<file path="src/rtl/imem_loader.sv">
// imem_loader: boot-time instruction-memory writer.
//
// Accepts a framed byte stream (LEN_LO, LEN_HI, 4*N data bytes, CHK) over a
// valid/ready handshake, assembles little-endian 32-bit words and writes them
// to consecutive word addresses starting at BASE_ADDR. The core is held in
// reset until the frame's XOR checksum verifies.
//
// Ports:
//   clk, rst_n   - clock (rising edge) and asynchronous active-low reset
//   in_valid     - byte-stream valid
//   in_data      - byte-stream data
//   in_ready     - loader can accept a byte (decoded from state)
//   restart      - reload request, honoured only in S_DONE / S_ERR
//   imem_we      - one-cycle write pulse per assembled word
//   imem_addr    - registered word address (holds when imem_we=0)
//   imem_wdata   - registered write data (holds when imem_we=0)
//   core_rst_n   - active-low core reset, high only in S_DONE
//   done         - frame loaded and checksum matched
//   error        - frame rejected (oversize or bad checksum)
module imem_loader #(
    parameter int unsigned ADDR_WIDTH = 8,
    parameter int unsigned BASE_ADDR  = 0
) (
    input  logic                  clk,
    input  logic                  rst_n,
    input  logic                  in_valid,
    input  logic [7:0]            in_data,
    output logic                  in_ready,
    input  logic                  restart,
    output logic                  imem_we,
    output logic [ADDR_WIDTH-1:0] imem_addr,
    output logic [31:0]           imem_wdata,
    output logic                  core_rst_n,
    output logic                  done,
    output logic                  error
);

    typedef enum logic [2:0] {
        S_LEN0,
        S_LEN1,
        S_DATA,
        S_CHK,
        S_DONE,
        S_ERR
    } state_t;

    // Largest legal word count; 17 bits so ADDR_WIDTH up to 16 still fits.
    localparam logic [16:0] MAX_WORDS = 17'(1) << ADDR_WIDTH;

    state_t                state_q, state_d;
    logic [1:0]            lane_q, lane_d;
    logic [15:0]           cnt_q, cnt_d;
    logic [7:0]            xor_q, xor_d;
    logic [15:0]           len_q, len_d;
    logic [23:0]           asm_q, asm_d;     // lower three bytes of the word in progress
    logic                  we_q, we_d;
    logic [ADDR_WIDTH-1:0] addr_q, addr_d;
    logic [31:0]           wdata_q, wdata_d;

    logic                  accept;
    logic [15:0]           len_full;

    assign in_ready   = (state_q == S_LEN0) || (state_q == S_LEN1) ||
                        (state_q == S_DATA) || (state_q == S_CHK);
    assign accept     = in_valid && in_ready;
    assign len_full   = {in_data, len_q[7:0]};

    assign imem_we    = we_q;
    assign imem_addr  = addr_q;
    assign imem_wdata = wdata_q;
    assign done       = (state_q == S_DONE);
    assign core_rst_n = (state_q == S_DONE);
    assign error      = (state_q == S_ERR);

    always_ff @(posedge clk or negedge rst_n) begin
        if (!rst_n) begin
            state_q <= S_LEN0;
            lane_q  <= 2'd0;
            cnt_q   <= 16'd0;
            xor_q   <= 8'd0;
            len_q   <= 16'd0;
            asm_q   <= 24'd0;
            we_q    <= 1'b0;
            addr_q  <= '0;
            wdata_q <= 32'd0;
        end else begin
            state_q <= state_d;
            lane_q  <= lane_d;
            cnt_q   <= cnt_d;
            xor_q   <= xor_d;
            len_q   <= len_d;
            asm_q   <= asm_d;
            we_q    <= we_d;
            addr_q  <= addr_d;
            wdata_q <= wdata_d;
        end
    end

    always_comb begin
        state_d = state_q;
        lane_d  = lane_q;
        cnt_d   = cnt_q;
        xor_d   = xor_q;
        len_d   = len_q;
        asm_d   = asm_q;
        we_d    = 1'b0;
        addr_d  = addr_q;
        wdata_d = wdata_q;

        case (state_q)
            S_LEN0: begin
                if (accept) begin
                    len_d[7:0] = in_data;
                    xor_d      = xor_q ^ in_data;
                    state_d    = S_LEN1;
                end
            end
            S_LEN1: begin
                if (accept) begin
                    len_d = len_full;
                    xor_d = xor_q ^ in_data;
                    if (len_full == 16'd0) begin
                        state_d = S_CHK;
                    end else if ({1'b0, len_full} > MAX_WORDS) begin
                        state_d = S_ERR;
                    end else begin
                        state_d = S_DATA;
                    end
                end
            end
            S_DATA: begin
                if (accept) begin
                    xor_d  = xor_q ^ in_data;
                    lane_d = lane_q + 2'd1;
                    case (lane_q)
                        2'd0: asm_d[7:0]   = in_data;
                        2'd1: asm_d[15:8]  = in_data;
                        2'd2: asm_d[23:16] = in_data;
                        default: begin
                            // Final byte completes the word; the write shows up next cycle.
                            we_d    = 1'b1;
                            addr_d  = ADDR_WIDTH'(BASE_ADDR + 32'(cnt_q));
                            wdata_d = {in_data, asm_q};
                            cnt_d   = cnt_q + 16'd1;
                            if (cnt_q == len_q - 16'd1) begin
                                state_d = S_CHK;
                            end
                        end
                    endcase
                end
            end
            S_CHK: begin
                if (accept) begin
                    state_d = (in_data == xor_q) ? S_DONE : S_ERR;
                end
            end
            S_DONE, S_ERR: begin
                if (restart) begin
                    state_d = S_LEN0;
                    lane_d  = 2'd0;
                    cnt_d   = 16'd0;
                    xor_d   = 8'd0;
                    len_d   = 16'd0;
                    asm_d   = 24'd0;
                end
            end
            default: state_d = S_LEN0;
        endcase
    end

endmodule

</file>
<file path="config.mk">
export PLATFORM = sky130hd
export DESIGN_NAME = imem_loader
export DESIGN_NICKNAME = d
export VERILOG_FILES = /design/src/rtl/imem_loader.sv
export SDC_FILE = /design/constraint.sdc
export NUM_CORES = 1
export LEC_CHECK = 0
export BUFFER_PORTS_ARGS = -buffer_cell sky130_fd_sc_hd__buf_4
export CORE_MARGIN = 1
export CORE_UTILIZATION = 55
export CTS_BUF_LIST = sky130_fd_sc_hd__clkbuf_8
export DETAILED_ROUTE_END_ITERATION = 10
export PLACE_DENSITY = 0.88
export SYNTH_ARGS = -nofsm -noshare
export SYNTH_HDL_FRONTEND = slang
export SYNTH_SLANG_ARGS = --single-unit
</file>
<file path="constraint.sdc">
create_clock -name clk -period 2.64 [get_ports clk]
set_clock_uncertainty 0.05 [all_clocks]
set_input_delay 0.528 -clock clk [delete_from_list [all_inputs] [get_ports clk]]
set_output_delay 0.528 -clock clk [all_outputs]
set_load 0.005 [all_outputs]
</file>
==> metrics.csv, run 1 <==
stage;metric;value;unit
timing;layout_min_cycle_time;2.39;ns
clock_tree;clk_pin_slew;0.11;ns
final_layout;final_cell_mix;nand2_1 (175), dfrtp_1 (110), o21ai_0 (66);
routing;drc;0;
floorplan;fp.coreArea;9200;µm²
place;gp_congestion;0.882;
timing;fin_tns_setup;0;ns
power_and_ir_drop;power_density;827;nW/µm²
synth;synth_fp_nets;590;
setup_path;setup.worst_path.end_class;flop;
floorplan;dieArea;9830;µm²
routing;via_per_inst;5.67;
global_routing;grt-ovfl-total;0;
final_layout;fillCellCount;766;
global_routing;grt_pass1_wl;19700;µm
setup_path;path_class;reg -> reg;
min_path;hold_path.class;in -> async;
clock_tree;cts_buffers;9;
synth;synth_top_area_frac;0.531;
global_routing;grt_use_total;0.257;
timing;relSlewSlack;0.535;
setup_path;cp.required;2.86;ns
clock_tree;cts-root-buf;clkbuf_8;
clock_tree;clock_path_buffers;2;
power_and_ir_drop;leakagePower;2.97;nW
routing;drt-total-wl;11700;µm
global_routing;antenna_found_initial;0;
routing;drt-pass1-iter-count;7;
floorplan;ios;57;
synth;synth_edf_count;0;
final_layout;layout_commonest_cell;nand2_1;
power_and_ir_drop;pwr-share-seq;0.488;
timing;tightest_slew;0.695;ns
floorplan;rows;35;
clock_tree;postCtsSetupBuffers;0;
setup_path;crit_chain;inv_1 > ha_1 > xor2_1 > o211ai_1 > or4_1 > nor4_2 > o2111ai_1 > o31ai_1;
clock_tree;cts_resized;0;
synth;yosysSeqAreaShare;0.531;
synth;syn_inst;571;
setup_path;start_kind;flop;
synth;yosys-top-cells-area;dfrtp_1 (53%), nand2_1 (13%), o21ai_0 (6.4%), xor2_1 (4.1%), nor2_1 (2.0%);
timing;fin_ws;0.245;ns
synth;synth.distinct_cells;51;
synth;ys.flop_type;dfrtp_1;
status;status;complete, no violations;
power_and_ir_drop;pwr-share-clk;0.194;
synth;ys_warn_count;0;
power_and_ir_drop;switchingPower;1.86;mW
clock_tree;cts_hold_buf;0;
timing;timing.final.crit_share;0.907;
power_and_ir_drop;pwr-share-comb;0.318;
place;port_buffers;56;
synth;synthArstFlopShare;1.00;
floorplan;die_w;99.1;µm
timing;hold_violations;0;
power_and_ir_drop;peakVddDrop;0.000509;V
setup_path;crit_fanout;5;
setup_path;cp_top_family;simple AND/OR/NAND/NOR gates;
place;dp_slack;0.262;ns
timing;fmax;418;MHz
final_layout;antennaDiodeCount;0;
clock_tree;cts_tree;built;
global_routing;grt_max_degree;111;
synth;syn-mean-instance-area;9.09;µm²
global_routing;first_global_vias;3961;
timing;rsz0062_at_grt;no;
final_layout;nNetsFinal;639;
setup_path;r2r_setup_slack;0.25;ns
setup_path;cp_slowest_cell;or4_1;
setup_path;slowest_delay;0.50;ns
routing;drtAntennaViolNets;0;
run;max_cap_violations;0;
synth;syn_area;5190;µm²
timing;setup_viol;0;
floorplan;die_h;99.1;µm
power_and_ir_drop;swShare;0.382;
clock_tree;clk_latency;0.37;ns
place;dp_hpwl;8210;µm
power_and_ir_drop;intPower;3.01;mW
clock_tree;htreeDepth;3;
synth;synth_largest_area_cell;dfrtp_1;
setup_path;crit_buf_inv;1;
setup_path;worstPathArrival;2.62;ns
routing;first_iter_violations;393;
routing;vias;4170;
final_layout;synthToLayoutAreaGrowth;13.6;%
clock_tree;cts.sink_count;110;
routing;wire_per_inst;16.0;µm
floorplan;initial_core_util;0.564;
timing;drv_slew;0;
final_layout;layout-drive-gt1-share;0.141;
synth;synth.ff_latch_count;110;
## flip-flops by register name, indices dropped and copies added (netlist names)
name and flops:
asm_q 24, cnt_q 16, imem_addr 8, imem_wdata 32
imem_we 1, lane_q 2, len_q 16, state_q 3
xor_q 8
## layer usage
layer	wire [µm]	up-vias	part of all wire	track usage
met5	0	-	0	0
met4	269	0	0.023	0.0984
met3	641	24	0.055	0.0323
met2	5450	137	0.46	0.405
met1	5380	1997	0.46	0.369
li1	-	2012	-	-
## final timing paths
check                                     start                          to  cells past startpoint
min in group clk                     in_data[2]  imem_wdata[26]$_DFFE_PN0P_                      3
min reg2reg                asm_q[6]$_DFFE_PN0P_   imem_wdata[6]$_DFFE_PN0P_                      2
max in group asynchronous                 rst_n       len_q[14]$_DFFE_PN0P_                      2
min                                       rst_n   imem_wdata[3]$_DFFE_PN0P_                      2
max reg2reg                len_q[0]$_DFFE_PN0P_      state_q[0]$_DFFE_PN0P_                      8
max                        len_q[0]$_DFFE_PN0P_      state_q[0]$_DFFE_PN0P_                      8
## cells in the mapped netlist, drive strengths merged, types with 2 or more instances
cell,number
inv,9
dfrtp,110
a31oi,4
clkbuf,23
or4,4
a21oi,17
and4,2
nand2,175
o41ai,2
xnor2,11
nand3b,2
a21o,2
nor4,6
a22o,9
mux2i,2
ha,7
or3,7
nand4,6
nor3,6
nand2b,12
nor3b,2
nor2,28
or2,2
and3,4
buf,5
o21ai,68
nand3,7
xor2,24
## cells by family after synthesis
| family | count (synthesis) | synth area share |
|---|---|---|
| AND/OR/NAND/NOR | 271 | 0.239 |
| flip-flops | 110 | 0.531 |
| AO/OA/AOI/OAI | 108 | 0.118 |
| buffers and inverters | 37 | 0.0301 |
| XOR/XNOR | 35 | 0.0591 |
| adder cells (fa/ha/maj) | 7 | 0.0169 |
| multiplexers | 3 | 0.00603 |
## cell type report
cell class	instances	area, µm²	share of cell area
flip-flops and latches	110	2750	0.467
multi-input cells	424	2280	0.387
repair buffers	66	508	0.0862
well taps	111	139	0.0236
clock buffers	9	124	0.0210
clock inverters	6	55.1	0.00934
inverters	9	33.8	0.00573
## power groups by stage
stage | sequential, mW | combinational [mW] | clock [mW]
finish | 2.38 | 1.55 | 0.945
global route | 2.42 | 1.75 | 1.03
CTS | 2.37 | 1.55 | 0.963
floorplan | 2.27 | 1.17 | 0
detailed placement | 2.40 | 1.53 | 0
global placement | 2.37 | 1.49 | 0
## per-stage QoR
stage / utilization / hold WS [ns] / cell area (µm²) / std cells / total power, mW
global route: 0.641 / 0.207 / 5890 / 735 / 5.20
detailed placement: 0.621 / 0.407 / 5710 / 720 / 3.94
global placement: 0.621 / 0.400 / 5710 / 720 / 3.86
CTS: 0.641 / 0.190 / 5890 / 735 / 4.88
finish: 0.641 / 0.155 / 5890 / 735 / 4.87
floorplan: - / 0.182 / 5190 / 571 / 3.44
No activity file was read; power rests on OpenSTA's default activity.
==> run 2, diff against run 1 <==
- CORE_UTILIZATION: 55 -> 50
- PLACE_DENSITY: 0.88 -> 0.82
==> run 2 against run 1 <==
Sequential power hardly changed. Register-to-register slack better by 0.06 ns. Clock power rose by 3.9%. Die area rose by 9.8%. Total power rose by 0.24%. Combinational power about the same. Sequential share of layout area down 0.44 points.
==> metrics.csv, run 2 (synthesis gave the netlist of run 1 again) <==
stage;metric;value;unit
status;status;complete, no violations;
final_layout;instances_no_fill;760;
routing;via_per_inst;5.43;
setup_path;crit_chain;or4_1 > or3_1 > nor3_1 > xnor2_1 > o2111ai_1 > o31ai_1;
timing;timing.final.crit_share;0.885;
timing;rsz0062_at_grt;no;
final_layout;antennaDiodeCount;0;
place;dpl.cell_count;744;
timing;fin_hold_ws;0.0283;ns
routing;drc;0;
final_layout;fillCellCount;878;
setup_path;crit_fanout;7;
timing;hold_violations;0;
global_routing;grt_use_total;0.231;
routing;drt-total-wl;11600;µm
place;port_buffers;56;
floorplan;dieArea;10800;µm²
setup_path;slowest_delay;0.59;ns
clock_tree;postCtsSetupBuffers;0;
clock_tree;cts-root-buf;clkbuf_8;
global_routing;antenna_found_initial;0;
final_layout;final_cell_mix;nand2_1 (175), dfrtp_1 (110), buf_4 (67);
setup_path;cp_slowest_cell;or4_1;
clock_tree;cts_hold_buf;0;
setup_path;worstPathArrival;2.57;ns
global_routing;grt_max_degree;50;
global_routing;grt-ovfl-total;0;
routing;drt-pass1-iter-count;4;
place;place_area;5760;µm²
setup_path;cp.required;2.87;ns
final_layout;largest_reg_flops;32;
routing;vias;4130;
timing;fin_tns_setup;0;ns
final_layout;synthToLayoutAreaGrowth;14.6;%
timing;drv_slew;0;
final_layout;layout-drive-gt1-share;0.144;
power_and_ir_drop;power_density;821;nW/µm²
final_layout;final_util;0.600;
timing;fmax;428;MHz
place;dp_hpwl;8340;µm
floorplan;die_h;104;µm
floorplan;rows;36;
clock_tree;clk_latency;0.37;ns
run;max_cap_violations;0;
clock_tree;cts.sink_count;110;
setup_path;path_class;reg -> reg;
routing;drtAntennaViolNets;0;
routing;wire_per_inst;15.2;µm
final_layout;layout_commonest_cell;nand2_1;
power_and_ir_drop;p_total;4.89;mW
setup_path;start_kind;flop;
timing;layout_min_cycle_time;2.34;ns
global_routing;first_global_vias;4118;
power_and_ir_drop;leakagePower;3.00;nW
place;gp_congestion;0.940;
clock_tree;clk_pin_slew;0.10;ns
routing;first_iter_violations;206;
floorplan;fp.coreArea;9910;µm²
timing;fin_ws;0.303;ns
clock_tree;clock_path_buffers;2;
clock_tree;cts_buffers;9;
floorplan;ios;57;
timing;relSlewSlack;0.560;
floorplan;die_w;104;µm
power_and_ir_drop;peakVddDrop;0.000467;V
clock_tree;cts_resized;0;
place;dp_slack;0.339;ns
final_layout;nNetsFinal;641;
final_layout;final_area;5950;µm²
timing;tightest_slew;0.657;ns
floorplan;initial_core_util;0.524;
setup_path;setup.worst_path.end_class;flop;
min_path;hold_path.class;in -> async;
timing;setup_viol;0;
global_routing;grt_pass1_wl;20100;µm
clock_tree;cts_tree;built;
clock_tree;htreeDepth;3;
[run 2: changes by cell type in the layout (fill, tap and decap cells not counted)]
cell	change
buf_4	+2
clkinv_8	+1
clkinvlp_4	-2
inv_1	+1
inv_6	+1
[run 2: power breakdown]
group          internal [mW]  total, mW  switching [mW]
Sequential              2.02       2.37           0.350
Combinational          0.633       1.53           0.899
Clock                  0.369      0.982           0.613
[run 2: area by class of cell]
| cell class | instances | area, µm² | share of cell area |
|---|---|---|---|
| clock buffers | 9 | 124 | 0.0208 |
| clock inverters | 7 | 68.8 | 0.0116 |
| inverters | 9 | 33.8 | 0.00568 |
| multi-input cells | 424 | 2280 | 0.383 |
| flip-flops and latches | 110 | 2750 | 0.463 |
| well taps | 133 | 166 | 0.0280 |
| repair buffers | 68 | 523 | 0.0879 |
[run 2: routing by layer]
metal / up-vias / global-route usage / wire (µm)
li1: 2017 / - / -
met1: 1995 / 0.324 / 5260
met2: 105 / 0.367 / 5530
met3: 13 / 0.0414 / 628
met4: 0 / 0.0704 / 156
met5: - / 0 / 0
[run 2: path summary, 6_finish.rpt]
check | cells past startpoint | from | endpoint | slack [ns]
worst max-delay path | 6 | len_q[8]$_DFFE_PN0P_ | state_q[0]$_DFFE_PN0P_ | 0.30
worst min-delay path | 1 | rst_n | xor_q[0]$_DFFE_PN0P_ | 0.03
worst max register to register | 6 | len_q[8]$_DFFE_PN0P_ | state_q[0]$_DFFE_PN0P_ | 0.30
worst min register to register | 2 | asm_q[23]$_DFFE_PN0P_ | imem_wdata[23]$_DFFE_PN0P_ | 0.43
max in group asynchronous | 2 | rst_n | asm_q[16]$_DFFE_PN0P_ | 1.75
min in group clk | 2 | restart | state_q[2]$_DFFE_PN0P_ | 0.38
[run 2: critical path: cells and delay by family (launching register included)]
| family | cells | cell delay [ns] |
|---|---|---|
| AND/OR/NAND/NOR | 3 | 1.22 |
| flip-flops | 1 | 0.48 |
| AO/OA/AOI/OAI | 2 | 0.37 |
| XOR/XNOR | 1 | 0.15 |
==> run 3, diff against run 2 <==
- ABC_AREA: unset -> 1
==> run 3 against run 2 <==
Sequential share of layout area fell by 2.1 points. Die area rose by 4.3%. Register-to-register slack got worse by 0.08 ns. Global-route usage rose by 2.1 points. Area after synthesis rose by 4.4%. Total power rose by 45%. Final area rose by 4.7%. Non-clock buffer count fell by 1. Final cell count rose by 16%. Clock power rose by 6%. Critical path depth rose by 6.
==> metrics.csv, run 3 <==
stage;metric;value;unit
final_layout;final_cell_mix;nand2_1 (201), dfrtp_1 (110), inv_1 (90);
setup_path;path_class;reg -> reg;
floorplan;rows;37;
final_layout;largest_reg_flops;32;
routing;drc;0;
synth;syn-mean-instance-area;7.96;µm²
timing;fin_ws;0.222;ns
status;status;complete, no violations;
setup_path;cp.required;2.89;ns
timing;timing.final.crit_share;0.916;
setup_path;crit_top_cell;nand2_1;
setup_path;crit_chain;nor2_2 > nand2_1 > nand2_2 > nand2_1 > nand2_4 > nor2_8 > inv_4 > nor2_4 > inv_2 > buf_12 > nand2_1 > o21ai_1;
min_path;hold_path.class;in -> async;
setup_path;worstRegToRegCells;12;
routing;drt-pass1-iter-count;5;
synth;synth_fp_nets;700;
setup_path;crit_fanout;44;
routing;first_iter_violations;259;
power_and_ir_drop;leakagePower;3.13;nW
setup_path;r2r_setup_slack;0.22;ns
synth;synth_top_area_frac;0.508;
setup_path;reg2reg_to;imem_wdata[16]$_DFFE_PN0P_;
final_layout;layout-drive-gt1-share;0.132;
timing;fin_hold_ws;0.138;ns
global_routing;first_global_vias;4546;
routing;vias;4527;
place;dp_slack;0.257;ns
synth;ys.flop_type;dfrtp_1;
synth;synth_largest_area_cell;dfrtp_1;
power_and_ir_drop;p_total;7.09;mW
global_routing;grt-ovfl-total;0;
timing;drv_slew;0;
place;place_area;6020;µm²
floorplan;ios;57;
synth;synthArstFlopShare;1.00;
clock_tree;clk_latency;0.38;ns
clock_tree;cts-root-buf;clkbuf_8;
routing;wire_per_inst;14.6;µm
final_layout;synthToLayoutAreaGrowth;14.9;%
setup_path;worstReg2RegStart;state_q[1]$_DFFE_PN0P_;
floorplan;die_w;106;µm
clock_tree;clock_path_buffers;2;
synth;synth.ff_latch_count;110;
global_routing;antenna_found_initial;0;
timing;rsz0062_at_grt;no;
timing;layout_min_cycle_time;2.42;ns
floorplan;fp.coreArea;10400;µm²
synth;syn_inst;681;
timing;tightest_slew;0.682;ns
clock_tree;cts.sink_count;110;
final_layout;final_util;0.598;
final_layout;regArea;2750;µm²
clock_tree;cts_buffers;9;
place;dp_hpwl;9840;µm
final_layout;antennaDiodeCount;0;
synth;yosysMostFrequentCell;nand2_1;
floorplan;die_h;106;µm
synth;yosys-top-cells-area;dfrtp_1 (51%), nand2_1 (14%), inv_1 (6.2%), o21ai_0 (5.4%), nor2_1 (4.4%);
final_layout;instances_no_fill;881;
synth;synth_common_cells;nand2_1 (201), dfrtp_1 (110), inv_1 (89);
place;dpl.cell_count;865;
run;max_cap_violations;0;
clock_tree;clk_pin_slew;0.10;ns
place;port_buffers;56;
clock_tree;postCtsSetupBuffers;0;
setup_path;worstPathArrival;2.67;ns
synth;synth_edf_count;0;
global_routing;grt_max_degree;55;
synth;yosysSeqAreaShare;0.508;
place;gp_congestion;0.979;
global_routing;grt_use_total;0.252;
routing;via_per_inst;5.14;
floorplan;dieArea;11300;µm²
global_routing;grt_pass1_wl;21900;µm
final_layout;layout_commonest_cell;nand2_1;
timing;relSlewSlack;0.545;
final_layout;fillCellCount;918;
floorplan;initial_core_util;0.520;
setup_path;slowest_delay;0.49;ns
clock_tree;cts_hold_buf;0;
setup_path;setup.worst_path.end_class;flop;
final_layout;multi_input_area;2220;µm²
power_and_ir_drop;peakVddDrop;0.000679;V
timing;setup_viol;0;
routing;drt-total-wl;12900;µm
clock_tree;htreeDepth;3;
clock_tree;cts_tree;built;
timing;hold_violations;0;
timing;fmax;414;MHz
routing;drtAntennaViolNets;0;
final_layout;nNetsFinal;759;
power_and_ir_drop;power_density;1140;nW/µm²
synth;ys_warn_count;0;
synth;syn_area;5420;µm²
setup_path;start_kind;flop;
synth;synth.distinct_cells;37;
setup_path;cp_slowest_cell;dfrtp_1;
final_layout;final_area;6230;µm²
timing;fin_tns_setup;0;ns
run 3: where the power goes:
part	internal (mW)	switching, mW
registers	2.34	0.483
clock network	0.472	0.573
logic	1.24	1.98
total	4.05	3.04
run 3: cell type report:
| cell class | count | area share |
|---|---|---|
| flip-flops and latches | 110 | 0.442 |
| multi-input cells | 459 | 0.356 |
| repair buffers | 67 | 0.0848 |
| clock buffers | 10 | 0.0221 |
| clock inverters | 6 | 0.0109 |
| well taps | 136 | 0.0273 |
| inverters | 93 | 0.0565 |
run 3: repair_timing:
item / CTS / global route
endpoints found under the setup margin: 0 / 3
hold endpoints to repair: 0 / 0
gates resized for setup: 0 / 1
run 3: worst max-delay path by stage:
stage | start | end | slack (ns) | cells past startpoint
after floorplan | state_q[1]$_DFFE_PN0P_ | imem_addr[1]$_DFFE_PN0P_ | 0.75 | 15
after global placement | len_q[0]$_DFFE_PN0P_ | state_q[2]$_DFFE_PN0P_ | 0.41 | 12
after detailed placement | state_q[1]$_DFFE_PN0P_ | imem_wdata[0]$_DFFE_PN0P_ | 0.26 | 11
after CTS | state_q[1]$_DFFE_PN0P_ | imem_wdata[6]$_DFFE_PN0P_ | 0.24 | 11
after global routing | state_q[1]$_DFFE_PN0P_ | imem_wdata[23]$_DFFE_PN0P_ | 0.01 | 12
final | state_q[1]$_DFFE_PN0P_ | imem_wdata[16]$_DFFE_PN0P_ | 0.22 | 12
run 3: cell families after synthesis:
| kind of cell | share of synthesized area |
|---|---|
| AO/OA/AOI/OAI | 0.112 |
| XOR/XNOR | 0.0404 |
| adder cells (fa/ha/maj) | 0.0162 |
| buffers and inverters | 0.0831 |
| flip-flops | 0.508 |
| AND/OR/NAND/NOR | 0.240 |
run 3: layer usage:
| layer | vias up | routed length [µm] | GRT usage |
|---|---|---|---|
| met3 | 28 | 676 | 0.0478 |
| met1 | 2105 | 5690 | 0.326 |
| met2 | 134 | 6160 | 0.415 |
| li1 | 2260 | - | - |
| met4 | 0 | 376 | 0.109 |
| met5 | - | 0 | 0 |
run 3: worst max-delay path, delay by kind of cell, from the launching register on:
kind | cells | cell delay, ns
simple gates | 8 | 1.07
buf+inv | 3 | 0.65
flops | 1 | 0.49
compound gates | 1 | 0.09
